**config.mk**
```make
export PLATFORM = sky130hd
export DESIGN_NAME = uart_tx
export DESIGN_NICKNAME = d
export VERILOG_FILES = /design/src/rtl/uart_tx.sv
export SDC_FILE = /design/constraint.sdc
export NUM_CORES = 1
export LEC_CHECK = 0
export CORE_ASPECT_RATIO = 0.7
export CORE_UTILIZATION = 32
export DETAILED_ROUTE_END_ITERATION = 8
export SYNTH_ARGS = -nofsm -noshare
export SYNTH_HDL_FRONTEND = slang
export SYNTH_SLANG_ARGS = --single-unit
```
**constraint.sdc**
```tcl
create_clock -name clk_i -period 5.61 [get_ports clk_i]
set_input_delay 1.122 -clock clk_i [delete_from_list [all_inputs] [get_ports clk_i]]
set_output_delay 1.122 -clock clk_i [all_outputs]
set_load 0.005 [all_outputs]
```
**src/rtl/uart_tx.sv**
```systemverilog
`default_nettype none
// ============================================================================
// uart_tx : FIFO-buffered UART transmitter, 8N1/8N2 frames, back-to-back.
//           Optional parity bit when UART_TX_PARITY_EN is defined.
// Revision: 1.0
// ============================================================================
module uart_tx #(
  parameter int DATA_BITS  = 8,
  parameter int STOP_BITS  = 1,
  parameter int FIFO_DEPTH = 4,
  parameter int PARITY_ODD = 0
) (
  input  logic                 clk_i,
  input  logic                 rst_n_i,
  input  logic [15:0]          baud_div_i,
  input  logic [DATA_BITS-1:0] tx_data_i,
  input  logic                 tx_valid_i,
  output logic                 tx_ready_o,
  output logic                 tx_o,
  output logic                 busy_o
);

  localparam int c_ptr_w = $clog2(FIFO_DEPTH);
  localparam int c_cnt_w = c_ptr_w + 1;
  localparam int c_bit_w = $clog2(DATA_BITS);

`ifdef UART_TX_PARITY_EN
  typedef enum logic [2:0] {
    S_IDLE   = 3'd0,
    S_START  = 3'd1,
    S_DATA   = 3'd2,
    S_PARITY = 3'd3,
    S_STOP   = 3'd4
  } state_t;
`else
  typedef enum logic [2:0] {
    S_IDLE   = 3'd0,
    S_START  = 3'd1,
    S_DATA   = 3'd2,
    S_STOP   = 3'd4
  } state_t;
`endif

  // ---------------------------------------------------------------- FIFO
  logic [DATA_BITS-1:0] r_mem [FIFO_DEPTH];
  logic [c_ptr_w-1:0]   r_wr_ptr;
  logic [c_ptr_w-1:0]   r_rd_ptr;
  logic [c_cnt_w-1:0]   r_count;
  logic                 w_full;
  logic                 w_empty;
  logic                 w_push;
  logic                 w_pop;
  logic [DATA_BITS-1:0] w_head;

  assign w_full     = (r_count == c_cnt_w'(FIFO_DEPTH));
  assign w_empty    = (r_count == '0);
  assign w_push     = tx_valid_i && !w_full;
  assign w_head     = r_mem[r_rd_ptr];
  assign tx_ready_o = !w_full;

  always_ff @(posedge clk_i or negedge rst_n_i) begin
    if (!rst_n_i) begin
      r_wr_ptr <= '0;
      r_rd_ptr <= '0;
      r_count  <= '0;
    end else begin
      if (w_push) r_wr_ptr <= r_wr_ptr + c_ptr_w'(1);
      if (w_pop)  r_rd_ptr <= r_rd_ptr + c_ptr_w'(1);
      case ({w_push, w_pop})
        2'b10:   r_count <= r_count + c_cnt_w'(1);
        2'b01:   r_count <= r_count - c_cnt_w'(1);
        default: r_count <= r_count;
      endcase
    end
  end

  always_ff @(posedge clk_i) begin
    if (w_push) r_mem[r_wr_ptr] <= tx_data_i;
  end

  // ---------------------------------------------------------------- FSM
  state_t               r_state;
  state_t               w_state_nxt;
  logic [DATA_BITS-1:0] r_shift;
  logic [DATA_BITS-1:0] w_shift_nxt;
  logic [15:0]          r_div;
  logic [15:0]          w_div_nxt;
  logic [15:0]          r_timer;
  logic [15:0]          w_timer_nxt;
  logic [c_bit_w-1:0]   r_bit_idx;
  logic [c_bit_w-1:0]   w_bit_nxt;
  logic                 r_stop_idx;
  logic                 w_stop_nxt;
  logic                 r_tx;
  logic                 w_tx_nxt;
  logic                 w_bit_end;
  logic                 w_load;
`ifdef UART_TX_PARITY_EN
  logic                 r_parity;
  logic                 w_par_nxt;
`endif

  always_ff @(posedge clk_i or negedge rst_n_i) begin
    if (!rst_n_i) begin
      r_state    <= S_IDLE;
      r_shift    <= '0;
      r_div      <= '0;
      r_timer    <= '0;
      r_bit_idx  <= '0;
      r_stop_idx <= 1'b0;
      r_tx       <= 1'b1;
`ifdef UART_TX_PARITY_EN
      r_parity   <= 1'b0;
`endif
    end else begin
      r_state    <= w_state_nxt;
      r_shift    <= w_shift_nxt;
      r_div      <= w_div_nxt;
      r_timer    <= w_timer_nxt;
      r_bit_idx  <= w_bit_nxt;
      r_stop_idx <= w_stop_nxt;
      r_tx       <= w_tx_nxt;
`ifdef UART_TX_PARITY_EN
      r_parity   <= w_par_nxt;
`endif
    end
  end

  always_comb begin
    w_state_nxt = r_state;
    w_shift_nxt = r_shift;
    w_div_nxt   = r_div;
    w_bit_nxt   = r_bit_idx;
    w_stop_nxt  = r_stop_idx;
    w_load      = 1'b0;
    w_pop       = 1'b0;
    w_bit_end   = (r_timer == r_div);
    w_timer_nxt = w_bit_end ? '0 : r_timer + 16'd1;
`ifdef UART_TX_PARITY_EN
    w_par_nxt   = r_parity;
`endif

    case (r_state)
      S_IDLE: begin
        w_timer_nxt = '0;
        if (!w_empty) w_load = 1'b1;
      end
      S_START: begin
        if (w_bit_end) begin
          w_state_nxt = S_DATA;
          w_bit_nxt   = '0;
        end
      end
      S_DATA: begin
        if (w_bit_end) begin
          w_shift_nxt = r_shift >> 1;
          if (r_bit_idx == c_bit_w'(DATA_BITS - 1)) begin
`ifdef UART_TX_PARITY_EN
            w_state_nxt = S_PARITY;
`else
            w_state_nxt = S_STOP;
`endif
            w_stop_nxt  = 1'b0;
          end else begin
            w_bit_nxt = r_bit_idx + c_bit_w'(1);
          end
        end
      end
`ifdef UART_TX_PARITY_EN
      S_PARITY: begin
        if (w_bit_end) begin
          w_state_nxt = S_STOP;
          w_stop_nxt  = 1'b0;
        end
      end
`endif
      S_STOP: begin
        if (w_bit_end) begin
          if (r_stop_idx == 1'(STOP_BITS - 1)) begin
            // Chain straight into the next start bit when data is waiting
            if (!w_empty) w_load = 1'b1;
            else          w_state_nxt = S_IDLE;
          end else begin
            w_stop_nxt = 1'b1;
          end
        end
      end
      default: w_state_nxt = S_IDLE;
    endcase

    // Divisor is sampled only here, so mid-frame changes wait for the next frame
    if (w_load) begin
      w_pop       = 1'b1;
      w_state_nxt = S_START;
      w_shift_nxt = w_head;
      w_div_nxt   = baud_div_i;
      w_timer_nxt = '0;
`ifdef UART_TX_PARITY_EN
      w_par_nxt   = (^w_head) ^ 1'(PARITY_ODD);
`endif
    end

    // Line value is registered from the next state, so tx_o never glitches
    case (w_state_nxt)
      S_START:  w_tx_nxt = 1'b0;
      S_DATA:   w_tx_nxt = w_shift_nxt[0];
`ifdef UART_TX_PARITY_EN
      S_PARITY: w_tx_nxt = w_par_nxt;
`endif
      default:  w_tx_nxt = 1'b1;
    endcase
  end

  assign tx_o   = r_tx;
  assign busy_o = (r_state != S_IDLE) || !w_empty;

endmodule
`default_nettype wire
```
==> flow_summary_export.csv <==
group,metric,value,unit
timing,min_period,3160,ps
clock_network,cts_hold_buf,0,
floorplan,die_h,93.6,µm
clock_network,cts.clk_slew.worst_paths,60,ps
timing,rsz0062_at_grt,"no",
setup_path,cp-end-kind,"flip-flop",
floorplan,core-area,11700,µm²
timing,clock_skew,6.65,ps
clock_network,cts.htree.levels,3,
clock_network,clk_latency,330,ps
hold_path,hold_class,"flip-flop to flip-flop",
placement,io_buffer_count,29,
setup_path,critPathArrivalTime,3410,ps
placement,gp_congestion,0.771,
final_layout,fin_cells,473,
yosys,ys_ff_latch,86,
clock_network,cts-resized-gates,0,
clock_network,cts_root_buf,"clkbuf_16",
clock_network,clock_sinks,86,
yosys,async_flop_share,62.8,%
timing,fmax,317,MHz
yosys,yosysWarnings,0,
grt,grt_pass1_vias,2224,
placement,post_dp_cell_area,4260,µm²
setup_path,criticalPathCategory,"flip-flop to flip-flop",
timing,max_slew_margin,53.9,%
yosys,avgSynthCellArea,13.7,µm²
setup_path,rr_worst_depth,11,
yosys,synth_edf_count,32,
yosys,synth_top_flop_cell,"dfrtp_1",
final_layout,fin_area,4580,µm²
yosys,synth.area.top_cells,"dfrtp_1 (35%), edfxtp_1 (25%), xnor2_1 (5.7%)",
yosys,netlist_instances,279,
floorplan,rows,33,
drt,drt_iter0_drc,104,
clock_network,postCtsSetupBuffers,0,
timing,setup_viol,0,
final_layout,syn_to_final_growth,19.5,%
floorplan,io_pins,30,
hold_path,hold_depth,1,
timing,tns,0,ps
final_layout,drive_above_1_share,9.18,%
floorplan,die_area,12400,µm²
yosys,ys_types,47,
drt,routed_wl,6800,µm
grt,antenna_found_initial,0,
drt,via_count,2169,
clock_network,cts_buffer_depth,2,
drt,drt-vias-per-instance,4.59,
grt,grt_start_max_net_pins,55,
floorplan,start_util,32.8,%
drt,ant_nets,0,
clock_network,cts_buffers,9,
yosys,synth_area,3830,µm²
yosys,syn_nets,315,
grt,gr-usage-all-layers,12.2,%
run,maxCapViolCount,0,
final_layout,num_antenna_cells,0,
clock_network,cts_tree,"built",
yosys,yosysSeqAreaShare,60.4,%
final_layout,finalNetCount,347,
drt,wire_per_inst,14.4,µm
placement,dp_hpwl,4710,µm
timing,drv_slew,0,
timing,fin_crit_sh,56.3,%
yosys,synth_top_area_share,34.6,%
setup_path,required,5870,ps
power_and_ir_drop,powerDensity,360,nW/µm²
timing,tightestPinTransition,692,ps
power_and_ir_drop,peakVddDrop,0.157,mV
grt,gr-total-overflow,0,
grt,grt_pass1_wl,11600,µm
setup_path,critPathMaxFanout,27,
power_and_ir_drop,p_leak,1.84,nW
yosys,yosys.area.top_type,"dfrtp_1",
drt,drc_errors,0,
placement,dpl.cell_count,457,
setup_path,critPathLaunchType,"flip-flop",
drt,first_pass_iters,4,
timing,hold_viol,0,
status,status,"finished clean",
floorplan,die_w,133,µm
sequential cells by signal, indices dropped and copies added, names as in the netlist:
signal,cells
r_rd_ptr,2
r_shift,8
r_timer,16
r_wr_ptr,2
r_mem,32
r_count,3
r_state,3
tx_o,1
r_div,16
r_bit_idx,3
metrics by stage:
step	total power, W	util (%)	worst slack (ps)	hold WS (ps)
after floorplan	0.000949	-	2990	450
after global placement	0.00103	36.5	2450	459
after detailed placement	0.00103	36.5	2410	466
after CTS	0.00167	39.2	2410	480
after global routing	0.00173	39.2	2140	501
final	0.00165	39.2	2450	477
final cells by class:
cell class	instances	area, µm²
Fill cell	1101	7110
Sequential cell	86	2310
Multi-Input combinational cell	171	1410
Timing Repair Buffer	30	293
Clock buffer	11	243
Tap cell	157	196
Clock inverter	5	72.6
Inverter	13	48.8
layout by cell type (no fill, tap or decap), types with 3 or more instances in the layout:
master            n
a21o_1            3
nand2_1          10
inv_1            12
clkdlybuf4s50_1  28
mux4_2            8
and3_1            7
ha_1              8
xnor2_1          25
xor2_1           11
and2_1            6
a221o_1           4
nor3_1            4
nor2_1           23
edfxtp_1         32
a21oi_1           3
clkbuf_16         9
dfrtp_1          53
nand3_1           9
nand4_1           4
mux2_1           16
critical path, stage by stage (launching register included):
cell     delay [ps]
dfrtp_1         440
xnor2_1         190
nand4_1         190
nor4_4          540
o21ai_2         140
inv_2           450
ha_1            290
inv_1            60
fa_1            370
xor2_1          150
nor2_1          110
xor2_1          150
worst paths after layout:
kind	startpoint	slack (ps)	to
setup / recovery	r_timer[13]$_DFF_PN0_	2450	r_count[2]$_DFFE_PN0P_
hold / removal	r_shift[6]$_DFFE_PN0P_	480	r_shift[6]$_DFFE_PN0P_
setup reg to reg	r_timer[13]$_DFF_PN0_	2450	r_count[2]$_DFFE_PN0P_
hold reg to reg	r_shift[6]$_DFFE_PN0P_	480	r_shift[6]$_DFFE_PN0P_
max in group asynchronous	rst_n_i	4220	r_shift[3]$_DFFE_PN0P_
min in group asynchronous	rst_n_i	910	r_timer[13]$_DFF_PN0_
report_power, final:
group	total, W	switching (W)	internal (W)
registers	0.000807	0.0000590	0.000748
clock network	0.000627	0.000228	0.000398
logic	0.000214	0.000112	0.000102
total	0.00165	0.000399	0.00125
routing by layer:
| metal | share of wire, % | vias to the layer above | GRT usage (%) | wire, µm |
|---|---|---|---|---|
| met5 | 0 | - | 0 | 0 |
| met4 | 0.50 | 0 | 4.60 | 34 |
| met3 | 3.4 | 2 | 3.20 | 232 |
| met2 | 43 | 32 | 17.2 | 2930 |
| met1 | 53 | 1073 | 17.8 | 3590 |
| li1 | - | 1062 | - | - |
cell usage after synthesis, drive strengths merged (3+ instances only):
master,number
xnor2,25
ha,8
inv,13
a21o,3
a221o,4
mux4,8
xor2,11
mux2,16
clkbuf,4
nor2,24
edfxtp,32
nand4,4
and2,6
nor3,4
nand2,10
buf,5
and3,7
o21ai,4
nand3,9
dfrtp,53
a21oi,3
nor4,3
logic make-up after synthesis:
group / after synthesis / share of synthesized area (%)
xor+xnor: 36 / 8.23
mux: 26 / 9.92
fa+ha+maj: 9 / 3.13
simple gates: 76 / 10.7
flops: 86 / 60.4
buf+inv: 22 / 2.77
compound gates: 24 / 4.90
No activity file was read; power rests on OpenSTA's default activity.
